$ cat src/rtl/hht_pkg.sv
// Shared types and default sizing for the column engine: the FSM state enum
// and the default parameter constants.
package hht_pkg;

    localparam int HHT_DATA_W = 32;
    localparam int HHT_ADDR_W = 32;
    localparam int HHT_VLEN   = 16;
    localparam int HHT_SHIFT  = 1;

    typedef enum logic [2:0] {
        ST_IDLE     = 3'd0,
        ST_LOAD_V   = 3'd1,
        ST_LOAD_COL = 3'd2,
        ST_EMIT     = 3'd3,
        ST_DONE     = 3'd4
    } hht_state_e;

endpackage

$ cat src/rtl/hht_mac.sv
// Signed multiply-accumulate with a 2*W wrapping accumulator. When clr and en
// are both high, the accumulator restarts from the current product.
module hht_mac #(
    parameter int W = 32
) (
    input  logic                  clk,
    input  logic                  rst_n,
    input  logic                  clr,
    input  logic                  en,
    input  logic signed [W-1:0]   a,
    input  logic signed [W-1:0]   b,
    output logic signed [2*W-1:0] acc
);

    logic signed [2*W-1:0] a_x;
    logic signed [2*W-1:0] b_x;
    logic signed [2*W-1:0] prod;

    assign a_x  = {{W{a[W-1]}}, a};
    assign b_x  = {{W{b[W-1]}}, b};
    assign prod = a_x * b_x;

    always_ff @(posedge clk or negedge rst_n) begin
        if (!rst_n) begin
            acc <= '0;
        end else if (en) begin
            acc <= (clr ? '0 : acc) + prod;
        end else if (clr) begin
            acc <= '0;
        end
    end

endmodule

$ cat src/rtl/hht_col_engine.sv
// Householder-style column update: loads v once, then for each column computes
// dot = col.v and streams col[k] - ((dot*v[k]) >>> SHIFT) over a valid/ready port.
module hht_col_engine
    import hht_pkg::*;
#(
    parameter int DATA_W = HHT_DATA_W,
    parameter int ADDR_W = HHT_ADDR_W,
    parameter int VLEN   = HHT_VLEN,
    parameter int SHIFT  = HHT_SHIFT
) (
    input  logic              Clk,
    input  logic              Rst,
    input  logic              start,
    input  logic [ADDR_W-1:0] v_base,
    input  logic [ADDR_W-1:0] col_base,
    input  logic [15:0]       num_cols,
    output logic [ADDR_W-1:0] addr1,
    input  logic [DATA_W-1:0] dataIn1,
    output logic [ADDR_W-1:0] addr2,
    input  logic [DATA_W-1:0] dataIn2,
    output logic              out_valid,
    input  logic              out_ready,
    output logic [DATA_W-1:0] out_data,
    output logic [15:0]       out_col,
    output logic [5:0]        out_idx,
    output logic              busy,
    output logic              done,
    output hht_state_e        dbg_state
);

    // Result port handshake: a beat transfers on a rising Clk edge where
    // out_valid and out_ready are both high; while out_valid is high and
    // out_ready low, out_data/out_idx/out_col hold their values.

    localparam int         IW     = (VLEN > 1) ? $clog2(VLEN) : 1;
    localparam logic [5:0] K_LAST = 6'(VLEN - 1);

    hht_state_e               state;
    logic [5:0]               k;
    logic [IW-1:0]            ki;
    logic [15:0]              c;
    logic [15:0]              num_cols_q;
    logic [ADDR_W-1:0]        col_base_q;
    logic signed [DATA_W-1:0] v_buf   [VLEN];
    logic signed [DATA_W-1:0] col_buf [VLEN];

    logic                       mac_en;
    logic                       mac_clr;
    logic signed [2*DATA_W-1:0] dot;

    logic signed [DATA_W-1:0]   v_k;
    logic signed [DATA_W-1:0]   c_k;
    logic signed [2*DATA_W-1:0] v_ext;
    logic signed [2*DATA_W-1:0] scaled;
    logic signed [2*DATA_W-1:0] shifted;
    logic [DATA_W-1:0]          result;
    logic                       emit;
    logic                       k_last;

    assign ki     = k[IW-1:0];
    assign k_last = (k == K_LAST);
    assign emit   = (state == ST_EMIT);

    // The first fetch of a column restarts the accumulator, so dot never
    // carries over from the previous column.
    assign mac_en  = (state == ST_LOAD_COL);
    assign mac_clr = mac_en && (k == 6'd0);

    hht_mac #(.W(DATA_W)) u_mac (
        .clk   (Clk),
        .rst_n (Rst),
        .clr   (mac_clr),
        .en    (mac_en),
        .a     ($signed(dataIn1)),
        .b     (v_buf[ki]),
        .acc   (dot)
    );

    assign v_k     = v_buf[ki];
    assign c_k     = col_buf[ki];
    assign v_ext   = {{DATA_W{v_k[DATA_W-1]}}, v_k};
    assign scaled  = dot * v_ext;
    assign shifted = scaled >>> SHIFT;
    assign result  = c_k - shifted[DATA_W-1:0];

    // Every output term comes from registers that only move on a transfer,
    // which keeps the beat stable during a stall.
    assign out_valid = emit;
    assign out_data  = emit ? result : '0;
    assign out_idx   = emit ? k : 6'd0;
    assign out_col   = emit ? c : 16'd0;
    assign dbg_state = state;

    always_ff @(posedge Clk or negedge Rst) begin
        if (!Rst) begin
            state      <= ST_IDLE;
            addr1      <= '0;
            addr2      <= '0;
            k          <= '0;
            c          <= '0;
            num_cols_q <= '0;
            col_base_q <= '0;
            busy       <= 1'b0;
            done       <= 1'b0;
            for (int i = 0; i < VLEN; i++) begin
                v_buf[i]   <= '0;
                col_buf[i] <= '0;
            end
        end else begin
            done <= 1'b0;
            case (state)
                ST_IDLE: begin
                    if (start) begin
                        num_cols_q <= num_cols;
                        col_base_q <= col_base;
                        c          <= '0;
                        k          <= '0;
                        if (num_cols == 16'd0) begin
                            state <= ST_DONE;
                            done  <= 1'b1;
                        end else begin
                            state <= ST_LOAD_V;
                            addr2 <= v_base;
                            busy  <= 1'b1;
                        end
                    end
                end
                ST_LOAD_V: begin
                    v_buf[ki] <= dataIn2;
                    if (k_last) begin
                        k     <= '0;
                        state <= ST_LOAD_COL;
                        addr1 <= col_base_q;
                    end else begin
                        k     <= k + 6'd1;
                        addr2 <= addr2 + 1'b1;
                    end
                end
                ST_LOAD_COL: begin
                    col_buf[ki] <= dataIn1;
                    if (k_last) begin
                        k     <= '0;
                        state <= ST_EMIT;
                    end else begin
                        k     <= k + 6'd1;
                        addr1 <= addr1 + 1'b1;
                    end
                end
                ST_EMIT: begin
                    if (out_ready) begin
                        if (k_last) begin
                            k <= '0;
                            if (c == num_cols_q - 16'd1) begin
                                state <= ST_DONE;
                                busy  <= 1'b0;
                                done  <= 1'b1;
                            end else begin
                                // Columns are contiguous, so the next one starts
                                // right after the last word fetched.
                                c     <= c + 16'd1;
                                state <= ST_LOAD_COL;
                                addr1 <= addr1 + 1'b1;
                            end
                        end else begin
                            k <= k + 6'd1;
                        end
                    end
                end
                ST_DONE: begin
                    state <= ST_IDLE;
                end
                default: begin
                    state <= ST_IDLE;
                end
            endcase
        end
    end

endmodule

$ cat config.mk
export PLATFORM = sky130hd
export DESIGN_NAME = hht_col_engine
export DESIGN_NICKNAME = d
export VERILOG_FILES = /design/src/rtl/hht_pkg.sv /design/src/rtl/hht_mac.sv /design/src/rtl/hht_col_engine.sv
export SDC_FILE = /design/constraint.sdc
export NUM_CORES = 2
export LEC_CHECK = 0
export BUFFER_PORTS_ARGS = -buffer_cell sky130_fd_sc_hd__buf_2
export CAP_MARGIN = 20
export CORE_MARGIN = 3
export CORE_UTILIZATION = 55
export CTS_BUF_LIST = sky130_fd_sc_hd__clkbuf_4 sky130_fd_sc_hd__clkbuf_8 sky130_fd_sc_hd__clkbuf_16
export DETAILED_ROUTE_END_ITERATION = 8
export PLACE_DENSITY = 0.79
export SLEW_MARGIN = 15
export SYNTH_ARGS = -nofsm -noshare
export SYNTH_HDL_FRONTEND = slang
export SYNTH_HIERARCHICAL = 1
export SYNTH_SLANG_ARGS = --single-unit
export TNS_END_PERCENT = 50
$ cat constraint.sdc
create_clock -name Clk -period 16.9 [get_ports Clk]
set_clock_uncertainty 0.1 [all_clocks]
set_input_delay 2.535 -clock Clk [delete_from_list [all_inputs] [get_ports Clk]]
set_output_delay 2.535 -clock Clk [all_outputs]
set_load 0.005 [all_outputs]
## After elaboration in Yosys (flattened, before gate mapping)

Cells that the tools add are included.

| word-level totals | value |
|---|---|
| register bits after elaboration | 1,227 |
| word-level logic and storage cells | 140 |
| bits of input ports | 148 |

| operators by class | value |
|---|---|
| multipliers | 2 |
| bitwise logic cells | 1 |
| eq/ne operators | 15 |
| add/sub/neg operators | 7 |
| order comparisons | 2 |
| reductions and logical operators | 17 |
| muxes and demuxes | 54 |

Operator list:

| kind | count |
|---|---|
| bitwise mux 512 bit | 2 |
| 2-to-1 mux 32 bit | 14 |
| binary-select mux 32 bit (select 4 bit) | 2 |
| demux 32 bit (select 4 bit) | 1 |
| 2-to-1 mux 64 bit | 2 |
| one-hot mux 32 bit (3 select lines) | 1 |
| 2-to-1 mux 16 bit | 5 |
| adder 32 x 1 -> 32 bit (second input constant) | 2 |
| adder 64 bit | 1 |
| multiplier 32 x 32 -> 64 bit | 1 |
| multiplier 64 x 32 -> 33 bit | 1 |
| one-hot mux 32 bit (2 select lines) | 1 |
| one-hot mux 16 bit (2 select lines) | 1 |
| subtractor 32 bit | 1 |
| 2-to-1 mux 6 bit | 4 |
| 2-to-1 mux 3 bit | 7 |
| one-hot mux 6 bit (3 select lines) | 1 |
| adder 16 x 1 -> 16 bit (second input constant) | 1 |
| == test 16 bit | 1 |
| zero test 16 bit | 1 |
| subtractor 16 x 1 -> 16 bit (second input constant) | 1 |
| != test 2 bit (second input constant) | 7 |
| one-hot mux 3 bit (4 select lines) | 1 |
| AND reduction 6 bit | 2 |
| other kinds (20) | 37 |

## Logic depth before layout (Yosys ltp)

| logic depth | value |
|---|---|
| depth after elaboration | 7 |
| depth in mapped cells | 47 |

## Modules after synthesis

Netlist, hierarchy kept.

Modules (own cells, without submodules):

| module | cells each | seq. area each (um^2) | instances | area an instance (um^2) |
|---|---|---|---|---|
| hht_col_engine | 5,954 | 29,102.9 | 1 | 72,560.8 |
| hht_mac | 4,566 | 1,601.5 | 1 | 43,170.2 |

## Least setup slack after synthesis

Ideal clock, no wire load.

| timing | value |
|---|---|
| kind | register to output |
| start | register k[0] |
| end | output port out_data[30] |
| required time | 14,265 ps |
| slack | 4,110 ps |
| cell stages (with the launch flop) | 43 |
| data arrival time | 10,155 ps |
| path through | dfrtp_1 buf_6 buf_12 buf_8 buf_12 buf_8 mux4_2 nand2b_1 a21oi_1 a31oi_1 clkbuf_1 clkbuf_1 and2_1 fa_1 fa_1 fa_1 inv_1 fa_1 (+7 left out) ha_1 a211o_1 a211oi_1 nand2b_1 o21ai_0 o21ai_0 a21o_1 xnor2_1 ha_1 a21o_1 a211o_1 nor4_1 a211oi_1 o21bai_1 a21oi_1 o311ai_0 nand3_1 a21oi_1 |

| between the ends | value |
|---|---|
| word-level cells in the longest chain between the ends | 7 |

Ends and longest elaborated chain:

| what | RTL line | source |
|---|---|---|
| from (decl) | hht_col_engine.sv:39 | `logic [5:0] k;` |
| from (signal assigned) | hht_col_engine.sv:135 | `k <= k + 6'd1;` |
| from (signal assigned) | hht_col_engine.sv:145 | `k <= k + 6'd1;` |
| from (signal assigned) | hht_col_engine.sv:165 | `k <= k + 6'd1;` |
| NOT 4 -> 5 bit (implied by the code) (*) | hht_col_engine.sv:79, hht_col_engine.sv:80 |  |
| binary-select mux 32 bit (select 4 bit) | hht_col_engine.sv:79 | `assign v_k = v_buf[ki];` |
| 2-to-1 mux 32 bit (implied by the code) (2 in series) | hht_col_engine.sv:79 |  |
| multiplier 64 x 32 -> 33 bit | hht_col_engine.sv:82 | `assign scaled = dot * v_ext;` |
| subtractor 32 bit (*) | hht_col_engine.sv:84 | `assign result = c_k - shifted[DATA_W-1:0];` |
| 2-to-1 mux 32 bit (*) | hht_col_engine.sv:89 | `assign out_data = emit ? result : '0;` |
| to (decl) | hht_col_engine.sv:23 | `output logic [DATA_W-1:0] out_data,` |

Every way passes the cells marked *; elsewhere a longest branch is shown, timed or not. The select of a mux whose other input is x is not followed.

## Worst setup path after layout

Ends and elaborated chain as after synthesis.

==> flow_metrics.py <==
metrics = {
    "floorplan": {
        "fp-row-count": 149,
        "die_h_um": 416,
        "die-area_sq_um": 173000,
        "die_w_um": 416,
        "core-area_sq_um": 166000,
        "start_util": 0.558,
        "io_pins": 272,
    },
    "timing": {
        "worst_slew_pin_slew_ns": 1.21,
        "rsz0062_at_grt": "false",
        "post-route-period-util": 0.911,
        "hold_slack_ns": 0.368,
        "relSlewSlack": 0.192,
        "fin_crit_ns": 15.39,
        "timing.setup.tns_ns": 0,
        "hold_viol_final": 0,
        "slew_viol_final": 0,
        "setup_viol": 0,
        "max_freq_mhz": 65.0,
    },
    "worst_setup_path": {
        "critPathCaptureType": "output port",
        "worstSetupPathType": "flop to output port",
        "crit_family": "adder cells",
        "crit_buf_inv": 6,
        "reg2reg_to": "u_mac/acc[32]",
        "timing.rr.start": "k[0]",
        "cp_slowest_stage_delay_ns": 0.96,
        "critPathArrivalTime_ns": 12.76,
        "worst_path_most_repeated_cell": "fa_1",
        "required_ns": 14.27,
        "start_kind": "flop",
        "startpoint": "k[0]",
        "crit_fanout": 43,
        "ff2ff_path_depth": 26,
        "critPathSlowestCell": "dfrtp_4",
        "r2r_setup_slack_ns": 6.18,
    },
    "clock_tree": {
        "post_cts_buffers": 0,
        "cts_resized": 0,
        "hold_buffers": 0,
        "cts.sinks": 1196,
        "clk_path_buf_depth": 3,
        "insertion_delay_ns": 0.79,
        "cts_made_buffers": 119,
        "cts_tree": "done",
        "path_clk_slew_ns": 0.06,
        "htreeDepth": 3,
        "root_buffer": "clkbuf_16",
    },
    "synth": {
        "yosysWarningCount": 6,
        "avgSynthCellArea_sq_um": 11.3,
        "syn_inst": 8175,
        "syn-cell-area_sq_um": 92600,
        "syn_nets": 9608,
    },
    "run_status": {
        "status": "completed",
    },
    "place": {
        "portBuffers": 271,
        "placed_cells": 10200,
        "gp_congestion": 0.954,
        "dp_hpwl_um": 177000,
    },
    "final_layout": {
        "fin_cells": 10400,
        "nets": 9528,
        "final_core_util": 0.601,
        "drive_gt1_frac": 0.246,
        "fill_cells": 12700,
        "syn_to_final_growth_pct": 7.79,
    },
    "global_routing": {
        "grt_overflow": 0,
        "grt.total_usage": 0.301,
        "grt_max_degree": 188,
        "grt_pass1_vias": 68600,
        "grt_pass1_wl_um": 402000,
        "antenna_found_initial": 24,
    },
    "hold_path": {
        "hold_path_class": "flop to flop",
        "hold_start": "col_base_q[7]",
        "min_to": "col_base_q[7]",
        "hold_depth": 2,
    },
    "detailed_routing": {
        "firstDrtPassIters": 7,
        "drt_iter0_markers": 4989,
        "postRouteAntennaNets": 0,
        "num_vias": 62800,
        "drc": 0,
        "wl_um": 258000,
        "wire_per_inst_um": 24.8,
        "via_per_inst": 6.04,
    },
    "flow_run": {
        "cap_violations": 0,
    },
}
==> per-stage QoR <==
stage / setup WS (ns) / instance area [sq um]
2_1_floorplan: 4.11 / 92600
3_3_place_gp: 2.60 / 95600
3_5_place_dp: 2.42 / 95700
4_1_cts: 1.56 / 99800
5_1_grt: 0.877 / 99800
6_report: 1.51 / 99900
==> cell usage in the layout, fill, tap and decap left out, types with 52 or more instances in the layout <==
master,count
a21o_1,52
a21oi_1,185
and2_1,620
buf_2,270
buf_4,124
clkbuf_16,119
dfrtp_1,1191
fa_1,941
ha_1,344
inv_1,1092
mux2_2,1055
mux4_2,245
nand2_1,815
nor2_1,149
o21ai_0,112
xnor2_1,96
xor2_1,61
==> final cells by class <==
class / instances / area, sq um / share of cell area
inverters: 1094 / 4110 / 0.0411
repair buffers: 404 / 2490 / 0.0250
multi-input cells: 5280 / 56500 / 0.565
diodes: 20 / 50.0 / 0.000501
clock buffers: 176 / 3510 / 0.0351
clock inverters: 41 / 563 / 0.00564
flip-flops and latches: 1196 / 29900 / 0.300
well taps: 2189 / 2740 / 0.0274
==> flip-flops by register name, indices dropped and copies added, names as in the netlist, 3 cells and up <==
name,cells
dbg_state,3
k,6
addr1,32
col_buf,512
v_buf,512
addr2,32
col_base_q,32
num_cols_q,16
c,16
u_mac/acc,33
==> how the worst max path moves through the flow <==
stage / to / slack, ns / depth (start not counted)
5_1_grt: out_data[30] / 0.88 / 37
3_5_place_dp: out_data[30] / 2.42 / 37
6_report: out_data[30] / 1.51 / 37
3_3_place_gp: out_data[30] / 2.60 / 39
2_1_floorplan: out_data[30] / 4.11 / 42
4_1_cts: out_data[30] / 1.56 / 37
==> worst min-delay path, cell delays in order, from the launching register on <==
cell,delay (ns)
dfrtp_1,0.33
nand2_1,0.05
nand2_1,0.06
==> per-layer routing <==
metal  global-route usage  part of all wire  vias up
li1                     -                 -    26300
met1                0.376              0.38    32900
met2                0.491              0.48     2767
met3               0.0627             0.079      802
met4                0.170             0.062        8
met5                    0           0.00023        -
Power is left out: the tool's default activity adds up to more than one toggle a clock period on the data nets, which glitch-free logic cannot reach.
